$ cat config.mk
export PLATFORM = sky130hd
export DESIGN_NAME = filter2d_axis_out
export DESIGN_NICKNAME = d
export VERILOG_FILES = /design/src/rtl/filter2d_pkg.sv /design/src/rtl/filter2d_sync_fifo.sv /design/src/rtl/filter2d_axis_out.sv
export SDC_FILE = /design/constraint.sdc
export NUM_CORES = 1
export LEC_CHECK = 0
export CELL_PAD_IN_SITES_DETAIL_PLACEMENT = 1
export CELL_PAD_IN_SITES_GLOBAL_PLACEMENT = 2
export CORE_ASPECT_RATIO = 1.1
export CORE_UTILIZATION = 54
export CTS_BUF_LIST = sky130_fd_sc_hd__clkbuf_4
export CTS_CLUSTER_SIZE = 16
export DETAILED_ROUTE_END_ITERATION = 8
export PLACE_DENSITY = 0.89
export SLEW_MARGIN = 20
export SYNTH_ARGS = -nofsm -noshare
export SYNTH_HDL_FRONTEND = slang
export SYNTH_HIERARCHICAL = 1
export SYNTH_SLANG_ARGS = --single-unit
$ cat constraint.sdc
create_clock -name clock -period 5.2 [get_ports clock]
set_input_delay 0.52 -clock clock [delete_from_list [all_inputs] [get_ports clock]]
set_output_delay 0.52 -clock clock [all_outputs]
set_load 0.01 [all_outputs]
$ cat src/rtl/filter2d_pkg.sv
// Shared types and sizing helpers for the filter2d AXI-Stream output stage.
package filter2d_pkg;

    localparam int unsigned TagWidth     = 3;
    localparam int unsigned DataWidthMax = 16;

    typedef struct packed {
        logic                    sof;
        logic                    eol;
        logic                    eof;
        logic [DataWidthMax-1:0] data;
    } pix_word_t;

    localparam int unsigned WordWidth = $bits(pix_word_t);

    // Counter width that stays legal for a one-entry range.
    function automatic int unsigned cnt_width(input int unsigned n);
        return (n > 1) ? $clog2(n) : 1;
    endfunction

endpackage

$ cat src/rtl/filter2d_sync_fifo.sv
// Synchronous FIFO with a registered head word; level counts the head plus the backing ring.
module filter2d_sync_fifo #(
    parameter int unsigned WIDTH   = 8,
    parameter int unsigned DEPTH   = 16,
    parameter int unsigned LEVEL_W = $clog2(DEPTH) + 1
) (
    input  logic               clock,
    input  logic               rst,
    input  logic               push,
    input  logic [WIDTH-1:0]   wdata,
    input  logic               pop,
    output logic [WIDTH-1:0]   rdata,
    output logic               full,
    output logic               empty,
    output logic [LEVEL_W-1:0] level
);

    localparam int unsigned PtrW = $clog2(DEPTH);

    logic [WIDTH-1:0]   mem_q [DEPTH];
    logic [PtrW-1:0]    wr_ptr_q, rd_ptr_q;
    logic [LEVEL_W-1:0] level_q, level_d, mem_cnt;
    logic [WIDTH-1:0]   head_q, head_d;
    logic               head_vld_q, head_vld_d;
    logic               pop_ok, mem_wr, mem_rd;

    assign pop_ok  = pop && head_vld_q;
    assign mem_cnt = level_q - LEVEL_W'(head_vld_q);
    assign mem_rd  = pop_ok && (mem_cnt != '0);
    // A push bypasses the ring only when the head is free or being vacated with nothing behind it.
    assign mem_wr  = push && head_vld_q && !(pop_ok && (mem_cnt == '0));

    always_comb begin
        head_d     = head_q;
        head_vld_d = head_vld_q;
        level_d    = level_q + LEVEL_W'(push) - LEVEL_W'(pop_ok);
        if (!head_vld_q) begin
            if (push) begin
                head_d     = wdata;
                head_vld_d = 1'b1;
            end
        end else if (pop_ok) begin
            if (mem_rd) begin
                head_d = mem_q[rd_ptr_q];
            end else if (push) begin
                head_d = wdata;
            end else begin
                head_vld_d = 1'b0;
            end
        end
    end

    always_ff @(posedge clock) begin
        if (rst) begin
            wr_ptr_q   <= '0;
            rd_ptr_q   <= '0;
            level_q    <= '0;
            head_q     <= '0;
            head_vld_q <= 1'b0;
        end else begin
            level_q    <= level_d;
            head_q     <= head_d;
            head_vld_q <= head_vld_d;
            if (mem_wr) wr_ptr_q <= wr_ptr_q + 1'b1;
            if (mem_rd) rd_ptr_q <= rd_ptr_q + 1'b1;
        end
    end

    always_ff @(posedge clock) begin
        if (mem_wr) mem_q[wr_ptr_q] <= wdata;
    end

    assign rdata = head_q;
    assign empty = !head_vld_q;
    assign full  = (level_q == LEVEL_W'(DEPTH));
    assign level = level_q;

endmodule

$ cat src/rtl/filter2d_axis_out.sv
// Saturates filter results, tags frame position and streams them out over AXI-Stream.
module filter2d_axis_out
    import filter2d_pkg::*;
#(
    parameter int unsigned FRAME_H    = 1080,
    parameter int unsigned FRAME_W    = 1920,
    parameter int unsigned DIN_WIDTH  = 10,
    parameter int unsigned DOUT_WIDTH = 8,
    parameter int unsigned FIFO_DEPTH = 16
) (
    input  logic                          clock,
    input  logic                          rst,
    input  logic                          frame_start,
    input  logic                          din_vld,
    input  logic [DIN_WIDTH-1:0]          din,
    output logic                          m_tvalid,
    input  logic                          m_tready,
    output logic [DOUT_WIDTH-1:0]         m_tdata,
    output logic                          m_tuser,
    output logic                          m_tlast,
    output logic                          overflow,
    output logic                          frame_done,
    output logic [$clog2(FIFO_DEPTH):0]   fifo_level
);

    localparam int unsigned XW     = cnt_width(FRAME_W);
    localparam int unsigned YW     = cnt_width(FRAME_H);
    localparam int unsigned LevelW = $clog2(FIFO_DEPTH) + 1;

    localparam logic [XW-1:0]        XLast  = XW'(FRAME_W - 1);
    localparam logic [YW-1:0]        YLast  = YW'(FRAME_H - 1);
    localparam logic [DIN_WIDTH-1:0] SatMax = DIN_WIDTH'((2 ** DOUT_WIDTH) - 1);

    logic [XW-1:0]         x_q, x_d, tag_x;
    logic [YW-1:0]         y_q, y_d, tag_y;
    logic                  overflow_q, overflow_d, frame_done_q;
    logic                  push, pop, drop, fifo_full, fifo_empty;
    logic [DOUT_WIDTH-1:0] sat_pix;
    pix_word_t             wr_word, rd_word;
    logic                  unused_pad;

    assign pop  = !fifo_empty && m_tready;
    assign push = din_vld && (!fifo_full || pop);
    assign drop = din_vld && !push;

    always_comb begin
        // frame_start retargets a coincident pixel to (0,0).
        tag_x = frame_start ? '0 : x_q;
        tag_y = frame_start ? '0 : y_q;
        x_d   = x_q;
        y_d   = y_q;
        if (din_vld) begin
            if (tag_x == XLast) begin
                x_d = '0;
                y_d = (tag_y == YLast) ? '0 : tag_y + 1'b1;
            end else begin
                x_d = tag_x + 1'b1;
                y_d = tag_y;
            end
        end else if (frame_start) begin
            x_d = '0;
            y_d = '0;
        end
    end

    always_comb begin
        sat_pix      = (din > SatMax) ? '1 : din[DOUT_WIDTH-1:0];
        wr_word      = '0;
        wr_word.sof  = (tag_x == '0) && (tag_y == '0);
        wr_word.eol  = (tag_x == XLast);
        wr_word.eof  = (tag_x == XLast) && (tag_y == YLast);
        wr_word.data = DataWidthMax'(sat_pix);
    end

    // A drop wins over a coincident frame_start so the loss is never hidden.
    always_comb begin
        overflow_d = overflow_q;
        if (frame_start) overflow_d = 1'b0;
        if (drop)        overflow_d = 1'b1;
    end

    always_ff @(posedge clock) begin
        if (rst) begin
            x_q          <= '0;
            y_q          <= '0;
            overflow_q   <= 1'b0;
            frame_done_q <= 1'b0;
        end else begin
            x_q          <= x_d;
            y_q          <= y_d;
            overflow_q   <= overflow_d;
            frame_done_q <= pop && rd_word.eof;
        end
    end

    filter2d_sync_fifo #(
        .WIDTH   (WordWidth),
        .DEPTH   (FIFO_DEPTH),
        .LEVEL_W (LevelW)
    ) u_fifo (
        .clock (clock),
        .rst   (rst),
        .push  (push),
        .wdata (wr_word),
        .pop   (pop),
        .rdata (rd_word),
        .full  (fifo_full),
        .empty (fifo_empty),
        .level (fifo_level)
    );

    assign unused_pad = |(rd_word.data >> DOUT_WIDTH);

    assign m_tvalid   = !fifo_empty;
    assign m_tdata    = rd_word.data[DOUT_WIDTH-1:0];
    assign m_tuser    = rd_word.sof;
    assign m_tlast    = rd_word.eol;
    assign overflow   = overflow_q;
    assign frame_done = frame_done_q;

endmodule

==> metrics.yaml, run 1 <==
fin_skew_ns: 0.0627
status: "finished, final reports clean"
crit_type: "in -> reg"
r2r_cells: 10
postCtsResizedCells: 0
cts_root_buf: "clkbuf_4"
antenna_found_initial: 1
crit_family: "simple AND/OR/NAND/NOR gates"
hold_violations: 0
track_usage: 0.263
ir_drop_v: 0.000227
synth_fp_nets: 679
power_switching_mw: 1.05
die_x_um: 131
rows: 51
ios: 33
dp_hpwl_mm: 14.8
chipHeight_um: 144
crit_arrival_ns: 3.67
cts.sinks: 229
grt_pass1_wl_mm: 35.9
fill_cells: 1650
leakagePower_nw: 3.56
final_util: 0.620
cp_slowest_cell: "clkdlybuf4s50_1"
combPwrFrac: 0.128
max_freq_mhz: 299
min_period_over_period: 0.644
drtAntennaViolNets: 0
cts_tree: "done"
cp.required_ns: 5.52
overflow: 0
wire_per_inst_um: 23.4
setup_slack_ns: 1.85
via_per_inst: 6.02
num_vias: 5922
crit_fanout: 25
syn_area_per_cell_um2: 15.3
synth.cell_area_um2: 9870
slew_headroom: 0.293
pwr-share-clk: 0.371
whs_ns: 0.466
port_buffers: 32
nNetsFinal: 732
intPower_mw: 3.06
drt-pass1-iter-count: 5
drc: 0
insertion_delay_ns: 0.70
fin_cells: 984
yosys_warnings: 6
numCtsBuffers: 56
clk_pin_slew_ns: 0.07
power_density_nw_per_um2: 372
cp.depth: 6
cp-end-kind: "flop"
finalMaxSlewViolations: 0
holdPathStages: 3
start_util: 0.554
power.share.switching: 0.255
cts_buffer_depth: 3
cpPeakStageDelay_ns: 0.86
grt_pass1_vias: 6440
post_cts_buffers: 0
place_ws_ns: 1.30
rsz0062_at_grt: "false"
syn2layout_area_growth_pct: 11.9
crit_chain: "clkdlybuf4s50_1 > nor2b_1 > ha_1 > nand4_1 > or4_4 > nor2_1"
grt_max_degree: 55
placed_cells: 878
hold_class: "in -> reg"
tightest_slew_ns: 1.05
finalSetupViolCount: 0
drive_gt1_frac: 0.220
fin_tns_setup_ns: 0
first_iter_violations: 382
synth_cells: 645
crit_buf_inv: 1
cts_hold_buffers: 0
h-tree-depth: 2
die_area_um2: 18800
layout_min_cycle_time_ns: 3.35
core_area_um2: 17800
startpoint_type: "input port"
drt-total-wl_mm: 23.0
drv_cap: 0
finalWeightedCongestion: 0.815
p_seq_frac: 0.501
-- tightest hold or removal path: cells and delay by family --
kind | cells | cell delay [ns]
and+or+nand+nor | 1 | 0.15
buffers and inverters | 2 | 0.40
-- stage by stage --
step                      power (mW)  instance area [µm²]
after floorplan                 2.45                 9870
after global placement          2.59                10300
after detailed placement        2.62                10300
after CTS                       4.16                11000
after global routing            4.29                11000
final                           4.11                11000
-- final cells by class --
type / count / area [µm²] / area share
sequential: 229 / 6350 / 0.575
tap: 238 / 298 / 0.0270
clock inverter: 17 / 96.3 / 0.00872
antenna: 1 / 2.50 / 0.000227
timing repair buffer: 38 / 360 / 0.0326
multi-input combinational: 348 / 3180 / 0.288
inverter: 25 / 93.8 / 0.00849
clock buffer: 88 / 661 / 0.0598
-- registers in the layout, summed over array words and instances, names as in the netlist, named ones only --
| name | count |
|---|---|
| y_q | 11 |
| u_fifo/wr_ptr_q | 4 |
| u_fifo/level | 5 |
| frame_done | 1 |
| overflow | 1 |
| u_fifo/rdata | 11 |
| x_q | 11 |
| u_fifo/head_vld_q | 1 |
| u_fifo/mem_q | 176 |
| u_fifo/rd_ptr_q | 4 |
-- layout by cell type, fill, tap and decap left out, types with 4 or more instances in the layout --
cell type / n
mux4_2: 44
clkbuf_4: 88
nand2_1: 20
and3_1: 15
nor3_1: 12
edfxtp_1: 176
nor2b_1: 25
inv_1: 24
a221o_1: 10
buf_4: 6
a21oi_1: 25
nand3_1: 14
clkdlybuf4s50_1: 31
clkinv_1: 15
xor2_1: 4
nor4_1: 5
mux2i_1: 14
o21ai_0: 7
xnor2_1: 9
a211oi_1: 12
ha_1: 18
nand2b_1: 5
nand4_1: 9
or3_1: 15
a2111oi_0: 10
dfxtp_1: 51
nor2_1: 24
-- power groups by stage --
stage / registers (mW) / logic (mW) / clock network, mW
after global placement: 2.09 / 0.495 / 0
after floorplan: 2.09 / 0.356 / 0
final: 2.06 / 0.526 / 1.52
after global routing: 2.06 / 0.573 / 1.65
after detailed placement: 2.10 / 0.524 / 0
after CTS: 2.06 / 0.528 / 1.57
-- final timing paths --
path	startpoint	end	slack, ns
min reg2reg	u_fifo/rdata[2]	u_fifo/rdata[2]	0.49
max	frame_start	u_fifo/mem_q[14][16]	1.85
min	rst	u_fifo/rd_ptr_q[0]	0.47
max reg2reg	u_fifo/level[2]	u_fifo/mem_q[14][17]	2.01
-- metal layers --
layer | wire, µm | up-vias | global-route usage
li1 | - | 2666 | -
met1 | 9540 | 3041 | 0.341
met2 | 11600 | 177 | 0.435
met3 | 1360 | 38 | 0.0585
met4 | 448 | 0 | 0.0980
met5 | 0 | - | 0
Power figures use the tool's default switching activity.
==> inputs of run 2 (changes only) <==
CORE_UTILIZATION = 45   (was 54)
PLACE_DENSITY = 0.8   (was 0.89)
clock period = 2.95 ns   (was 5.2 ns; I/O delays follow)
==> metrics.yaml, run 2 (synthesis gave the netlist of run 1 again) <==
num_vias: 6041
startpoint: "u_fifo/level[3]"
cts_hold_buffers: 0
core_area_um2: 21400
finalWeightedCongestion: 0.801
ff2ff_setup_slack_ns: 0.25
finalSetupViolCount: 0
via_per_inst: 5.60
hold_class: "in -> reg"
hold_violations: 0
grt_pass1_wl_mm: 36.7
status: "finished, final reports clean"
drtAntennaViolNets: 0
crit_arrival_ns: 3.04
fin_tns_setup_ns: 0
h-tree-depth: 2
rows: 56
fin_area_um2: 11400
ir_drop_v: 0.000301
crit_fanout: 15
finalMaxSlewViolations: 0
r2r_cells: 10
clk_pin_slew_ns: 0.08
setup_slack_ns: 0.252
first_iter_violations: 344
crit_buf_inv: 3
fin_cells: 1078
cp-end-kind: "flop"
die_area_um2: 22500
post_dp_cell_area_um2: 10700
crit_chain: "inv_1 > ha_1 > nand2_1 > nor3_1 > a21boi_1 > inv_1 > nor2_1 > o31a_2 > and3_1 > buf_4"
r2r-start: "u_fifo/level[3]"
antenna_found_initial: 1
drt-pass1-iter-count: 5
startpoint_type: "flop"
mostFrequentLayoutCell: "edfxtp_1"
fin_skew_ns: 0.0440
layout_min_cycle_time_ns: 2.70
numCtsBuffers: 58
syn2layout_area_growth_pct: 15.8
cts_tree: "done"
start_util: 0.460
slew_headroom: 0.531
min_from: "rst"
dp_hpwl_mm: 15.6
grt_pass1_vias: 6748
min_period_over_period: 0.915
drive_gt1_frac: 0.258
cp.required_ns: 3.29
cts_buffer_depth: 3
cpPeakStageDelay_ns: 0.44
crit_type: "reg -> reg"
drv_cap: 0
max_freq_mhz: 371
placed_cells: 968
rsz0062_at_grt: "false"
crit_top_cell: "inv_1"
total_power_mw: 7.28
track_usage: 0.224
chipHeight_um: 157
power_density_nw_per_um2: 637
grt_max_degree: 34
port_buffers: 32
drt-total-wl_mm: 23.7
cts.sinks: 229
leakagePower_nw: 3.78
die_x_um: 143
cts_root_buf: "clkbuf_4"
drc: 0
nNetsFinal: 772
wire_per_inst_um: 22.0
crit_family: "compound AO/OA/AOI/OAI gates"
place_ws_ns: 0.104
insertion_delay_ns: 0.69
cp_slowest_cell: "dfxtp_1"
largest_reg_flops: 176
holdPathStages: 2
overflow: 0
final_cell_mix: "edfxtp_1, clkbuf_4, dfxtp_1, mux4_2, buf_4"
regMostFlops: "u_fifo/mem_q"
tightest_slew_ns: 0.704
timing.rr.end: "u_fifo/mem_q[2][4]"
ios: 33
==> run 2: cell count changes in the layout (fill, tap and decap cells not counted), sizes merged <==
cell	previous run	this run
inv	24	25
clkinv	17	30
buf	7	45
clkbuf	88	77
clkinvlp	0	1
==> run 2: what timing repair did <==
item,in CTS,in global routing
endpoints found under the setup margin,0,144
gates resized for setup,0,2
buffers inserted,0,0
==> run 2: how the worst max path moves through the flow <==
stage | endpoint | slack [ns] | cells after the start
2_1_floorplan | u_fifo/mem_q[0][0] | 0.19 | 10
3_3_place_gp | u_fifo/level[4] | 0.17 | 13
3_5_place_dp | u_fifo/mem_q[14][4] | 0.10 | 7
4_1_cts | u_fifo/mem_q[14][17] | 0.07 | 10
5_1_grt | u_fifo/mem_q[2][4] | 0.05 | 10
6_report | u_fifo/mem_q[2][4] | 0.25 | 10
==> run 2: final cells by class <==
type                            instances  area (µm²)
Multi-Input combinational cell        348        3180
Tap cell                              290         363
Inverter                               25        93.8
Fill cell                            2160       10000
Sequential cell                       229        6350
Antenna cell                            1        2.50
Timing Repair Buffer                   76         683
Clock buffer                           77         578
Clock inverter                         32         180
==> run 2: metrics by stage <==
step / hold slack (ns) / utilization
floorplan: 0.448 / -
global placement: 0.456 / 0.497
detailed placement: 0.459 / 0.497
CTS: 0.00545 / 0.533
global route: 0.0163 / 0.533
finish: 0.0516 / 0.533
==> run 2: where the power goes <==
part | total [mW] | switching [mW] | internal (mW)
Combinational | 1.00 | 0.541 | 0.460
Sequential | 3.61 | 0.0696 | 3.54
Clock | 2.67 | 1.33 | 1.34
Total | 7.28 | 1.94 | 5.34
==> run 2: layer usage <==
layer | part of all wire | track usage | up-vias
met5 | 0 | 0 | -
met4 | 0.028 | 0.0901 | 0
met3 | 0.049 | 0.0508 | 51
met2 | 0.53 | 0.403 | 185
met1 | 0.40 | 0.255 | 3050
li1 | - | - | 2755
